`src/rtl/sr_step_controller.sv`:
```
`default_nettype none
// ============================================================================
// Module      : sr_step_controller
// Description : Sequences one S/R command at a time into a gate-level SR stage,
//               checks the settled q/t against a golden model, keeps counters.
// Revision    : 1.0 - initial release
// ============================================================================
module sr_step_controller #(
    parameter int   SETTLE_CYCLES = 2,
    parameter int   CNT_W         = 8,
    parameter logic INIT_Q        = 1'b0
) (
    input  logic             clk,
    input  logic             rst,
    input  logic             in_valid,
    output logic             in_ready,
    input  logic             in_s,
    input  logic             in_r,
    output logic             sr_s,
    output logic             sr_r,
    output logic             sr_qb,
    input  logic             sr_q,
    input  logic             sr_t,
    output logic             out_valid,
    output logic             out_q,
    output logic             out_qbar,
    output logic             out_forbidden,
    output logic             out_mismatch,
    output logic [CNT_W-1:0] step_count,
    output logic [CNT_W-1:0] err_count
);

    localparam int c_settle_w = (SETTLE_CYCLES > 1) ? $clog2(SETTLE_CYCLES) : 1;
    localparam logic [c_settle_w-1:0] c_settle_load = c_settle_w'(SETTLE_CYCLES - 1);
    localparam logic [CNT_W-1:0] c_cnt_max = '1;

    typedef enum logic [1:0] {
        S_IDLE    = 2'd0,
        S_SETTLE  = 2'd1,
        S_CAPTURE = 2'd2,
        S_REPORT  = 2'd3
    } state_t;

    state_t                r_state;
    state_t                w_next_state;
    logic [c_settle_w-1:0] r_settle_cnt;
    logic                  r_q_state;
    logic                  r_sr_s;
    logic                  r_sr_r;
    logic                  r_out_q;
    logic                  r_out_qbar;
    logic                  r_out_forbidden;
    logic                  r_out_mismatch;
    logic [CNT_W-1:0]      r_step_count;
    logic [CNT_W-1:0]      r_err_count;

    logic                  w_accept;
    logic                  w_q_exp;
    logic                  w_t_exp;

    // Golden SR model evaluated against the held command and stored state
    assign w_q_exp = r_sr_s | (~r_sr_r & r_q_state);
    assign w_t_exp = r_sr_r | ~r_q_state;

    always_ff @(posedge clk) begin
        if (rst) begin
            r_state <= S_IDLE;
        end else begin
            r_state <= w_next_state;
        end
    end

    always_comb begin
        w_next_state = r_state;
        in_ready     = 1'b0;
        out_valid    = 1'b0;
        w_accept     = 1'b0;
        case (r_state)
            S_IDLE: begin
                in_ready = 1'b1;
                if (in_valid) begin
                    w_accept     = 1'b1;
                    w_next_state = S_SETTLE;
                end
            end
            S_SETTLE: begin
                if (r_settle_cnt == '0) begin
                    w_next_state = S_CAPTURE;
                end
            end
            S_CAPTURE: begin
                w_next_state = S_REPORT;
            end
            S_REPORT: begin
                out_valid    = 1'b1;
                w_next_state = S_IDLE;
            end
            default: begin
                w_next_state = S_IDLE;
            end
        endcase
    end

    always_ff @(posedge clk) begin
        if (rst) begin
            r_settle_cnt    <= '0;
            r_q_state       <= INIT_Q;
            r_sr_s          <= 1'b0;
            r_sr_r          <= 1'b0;
            r_out_q         <= 1'b0;
            r_out_qbar      <= 1'b0;
            r_out_forbidden <= 1'b0;
            r_out_mismatch  <= 1'b0;
            r_step_count    <= '0;
            r_err_count     <= '0;
        end else begin
            if (w_accept) begin
                r_sr_s       <= in_s;
                r_sr_r       <= in_r;
                r_settle_cnt <= c_settle_load;
            end
            if (r_state == S_SETTLE && r_settle_cnt != '0) begin
                r_settle_cnt <= r_settle_cnt - 1'b1;
            end
            // State advances from the model, so a faulty stage cannot corrupt it
            if (r_state == S_CAPTURE) begin
                r_out_q         <= sr_q;
                r_out_qbar      <= sr_t;
                r_out_forbidden <= r_sr_s & r_sr_r;
                r_out_mismatch  <= (sr_q != w_q_exp) | (sr_t != w_t_exp);
                r_q_state       <= w_q_exp;
            end
            if (r_state == S_REPORT) begin
                if (r_step_count != c_cnt_max) begin
                    r_step_count <= r_step_count + 1'b1;
                end
                if (r_out_mismatch && r_err_count != c_cnt_max) begin
                    r_err_count <= r_err_count + 1'b1;
                end
            end
        end
    end

    assign sr_s          = r_sr_s;
    assign sr_r          = r_sr_r;
    assign sr_qb         = r_q_state;
    assign out_q         = r_out_q;
    assign out_qbar      = r_out_qbar;
    assign out_forbidden = r_out_forbidden;
    assign out_mismatch  = r_out_mismatch;
    assign step_count    = r_step_count;
    assign err_count     = r_err_count;

endmodule
`default_nettype wire

```
`config.mk`:
```
export PLATFORM = sky130hd
export DESIGN_NAME = sr_step_controller
export DESIGN_NICKNAME = d
export VERILOG_FILES = /design/src/rtl/sr_step_controller.sv
export SDC_FILE = /design/constraint.sdc
export NUM_CORES = 1
export LEC_CHECK = 0
export CAP_MARGIN = 30
export CORE_AREA = 2 2 51 53
export DETAILED_ROUTE_END_ITERATION = 16
export DIE_AREA = 0 0 53 55
export DONT_BUFFER_PORTS = 1
export HOLD_SLACK_MARGIN = 0.12
export PLACE_DENSITY_LB_ADDON = 0.25
export SYNTH_ARGS = -nofsm -noshare
export SYNTH_HDL_FRONTEND = slang
export SYNTH_SLANG_ARGS = --single-unit
```
`constraint.sdc`:
```
create_clock -name clk -period 4.2 [get_ports clk]
set_input_delay 0.84 -clock clk [delete_from_list [all_inputs] [get_ports clk]]
set_output_delay 0.84 -clock clk [all_outputs]
set_load 0.01 [all_outputs]
```
==> results.json <==
{
  "run_status": "finished, final reports clean",
  "wire_per_inst_um": 14.0,
  "grt_first_pass_wirelength_mm": 3.88,
  "fillerInstances": 223,
  "power.share.clock_pct": 28.0,
  "clock_sink_count": 26,
  "remaining_drc_errors": 0,
  "fin_skew_ns": 0.0107,
  "timing.max_cap.violations": 0,
  "final_common_cell": "sky130_fd_sc_hd__dfxtp_1",
  "peak_supply_drop_mv": 0.300,
  "synthesis.yosys.warnings": 0,
  "critical_path_top_delay_cell": "sky130_fd_sc_hd__ha_1",
  "critPathMaxFanout": 11,
  "postSynthAreaPerCell_sq_um": 9.08,
  "grt_start_max_net_pins": 33,
  "final_nets": 160,
  "path_class": "flop to output pin",
  "start_util_pct": 56.5,
  "htree_num_levels": 1,
  "diodes": 0,
  "clock-root-buffer": "sky130_fd_sc_hd__clkbuf_4",
  "clockBufferDepth": 2,
  "worstPathBufferInverterCount": 0,
  "finalCritPeriodShare_pct": 47.4,
  "cp.required_ns": 3.36,
  "clkLatencyLatePin_ns": 0.32,
  "tritoncts_clock_tree": "yes",
  "p_comb_share_pct": 21.6,
  "placedCellCount": 171,
  "setup_viol": 0,
  "die_height_um": 55,
  "place_hpwl_mm": 1.78,
  "globalRouteTotalUtil_pct": 17.5,
  "final_standard_cell_utilization_of_the_core_pct": 58.9,
  "cellInternalPower_mw": 0.428,
  "total_switching_power_mw": 0.182,
  "boundaryPins": 32,
  "yosysTopAreaCell": "sky130_fd_sc_hd__dfxtp_1",
  "post_cts_resize_count": 0,
  "cts_made_buffers": 3,
  "worst-slew-pin-transition_ns": 0.409,
  "placeableCoreArea_sq_um": 2360,
  "post_synthesis_instance_total": 147,
  "detailedRoute.firstIterationViolations": 16,
  "data_arrival_time_of_the_worst_path_ns": 1.15,
  "worst_path_clk_slew_ns": 0.14,
  "worst_hold_path_type": "flop to flop",
  "share_of_layout_cells_above_drive_strength_1_pct": 8.28,
  "power.sequential.fraction_pct": 50.4,
  "yosys.area.top_type_share_pct": 39.0,
  "fp.dieW_um": 53,
  "drt-pass1-iter-count": 4,
  "final_cell_mix": "sky130_fd_sc_hd__dfxtp_1 (26), sky130_fd_sc_hd__a21oi_1 (15), sky130_fd_sc_hd__nor2_1 (10)",
  "post_synth_num_cell_types": 40,
  "total_gr_overflow": 0,
  "power.leakage_nw": 0.515,
  "routed-via-count": 1053,
  "number_of_global_route_vias_before_repair": 861,
  "antenna_violations_before_repair": 0,
  "placementRows": 18,
  "synth_sequential_area_ratio_pct": 39.0,
  "ant_nets": 0,
  "final-instance-count-excl-fill": 175,
  "vias_per_cell": 6.02,
  "timing.final.hold_violations": 0,
  "numPortBuffers": 0,
  "mappedNetlistArea_sq_um": 1340,
  "relSlewSlack_pct": 72.8,
  "count_of_state_elements_after_synthesis": 26,
  "synth_top_cells_by_area": "sky130_fd_sc_hd__dfxtp_1 (39%), sky130_fd_sc_hd__ha_1 (6.6%), sky130_fd_sc_hd__a21oi_1 (5.6%)",
  "place.gp.congestion": 0.786,
  "timing.critical_path.to_type": "output pin",
  "setup-tns-final_ns": 0,
  "cts_hold_buffers": 0,
  "max_freq_mhz": 503,
  "power.switching_fraction_pct": 29.8,
  "postCtsSetupRepairBufs": 0,
  "post_detailed_routing_wire_length_mm": 2.45,
  "power.density_nw_per_um2": 438,
  "rsz0062_at_grt": "false",
  "worstSetupStartpointType": "flop",
  "maxSlewViolCount": 0,
  "final.min_clock_period_ns": 1.99,
  "area_delta_synth_final_pct": 4.41,
  "path_cells": "ha_1",
  "dieArea_sq_um": 2920,
  "synth.net_count": 161,
  "critPathMaxStageDelay_ns": 0.43,
  "crit_family": "adder cells"
}
-- per-stage QoR --
| stage | hold WS (ns) | setup slack (ns) | power (mW) | area [sq um] |
|---|---|---|---|---|
| after floorplan | 0.490 | 2.66 | 0.425 | 1340 |
| after global placement | 0.502 | 2.56 | 0.440 | 1340 |
| after detailed placement | 0.514 | 2.48 | 0.447 | 1340 |
| after CTS | 0.533 | 2.20 | 0.618 | 1390 |
| after global routing | 0.541 | 2.13 | 0.651 | 1390 |
| final | 0.530 | 2.21 | 0.611 | 1390 |
-- power groups by stage --
stage	combinational, mW	clock [mW]	sequential (mW)
final	0.132	0.171	0.308
after global placement	0.128	0	0.311
after global routing	0.151	0.186	0.314
after floorplan	0.120	0	0.306
after CTS	0.134	0.175	0.308
after detailed placement	0.133	0	0.314
-- final cells by class --
type,instances,area [sq um],area share (%)
tap,30,37.5,2.69
sequential,26,520,37.3
multi-input combinational,111,768,55.1
clock buffer,3,22.5,1.62
inverter,4,15.0,1.08
clock inverter,1,30.0,2.15
-- synthesized netlist by cell type (all sizes together) --
cell	number
a22oi	1
nor2b	6
nor3b	1
nor4b	1
or3	1
inv	4
a21o	1
nor4	1
a211oi	3
nand4	2
a31oi	1
mux2	5
and2	2
nand2	9
clkbuf	3
o31ai	1
a21oi	16
nand4bb	1
xor2	1
o21bai	2
mux2i	4
buf	3
o311ai	1
a311oi	4
a21boi	2
a41oi	1
and4b	1
dfxtp	26
nand3	7
and3	4
nor3	3
nand2b	7
nor2	10
ha	7
and4	5
-- layer usage --
layer	up-vias	part of all wire, %	global-route usage (%)
met5	-	0	0
met4	0	0.49	3.85
met3	2	6.9	5.65
met2	26	46	27.9
met1	487	47	23.2
li1	538	-	-
-- kinds of logic after synthesis --
family          share of synthesized area (%)
fa+ha+maj                                6.56
mux                                      7.50
xor+xnor                                0.656
flops                                    39.0
simple gates                             26.5
buf+inv                                  3.47
compound gates                           16.3
-- final timing paths --
kind | cells past startpoint | from | end | slack (ns)
worst max register to register | 4 | r_state[0] | step_count[5] | 2.48
worst max-delay path | 1 | r_state[0] | out_valid | 2.21
worst min register to register | 2 | out_forbidden | out_forbidden | 0.53
worst min-delay path | 2 | out_forbidden | out_forbidden | 0.53
-- state kept, by name, indices dropped and copies added (netlist names) --
signal / count
out_qbar: 1
out_mismatch: 1
out_q: 1
r_settle_cnt: 1
err_count: 8
sr_r: 1
sr_qb: 1
step_count: 8
sr_s: 1
r_state: 2
out_forbidden: 1
No activity file was read; power rests on OpenSTA's default activity.
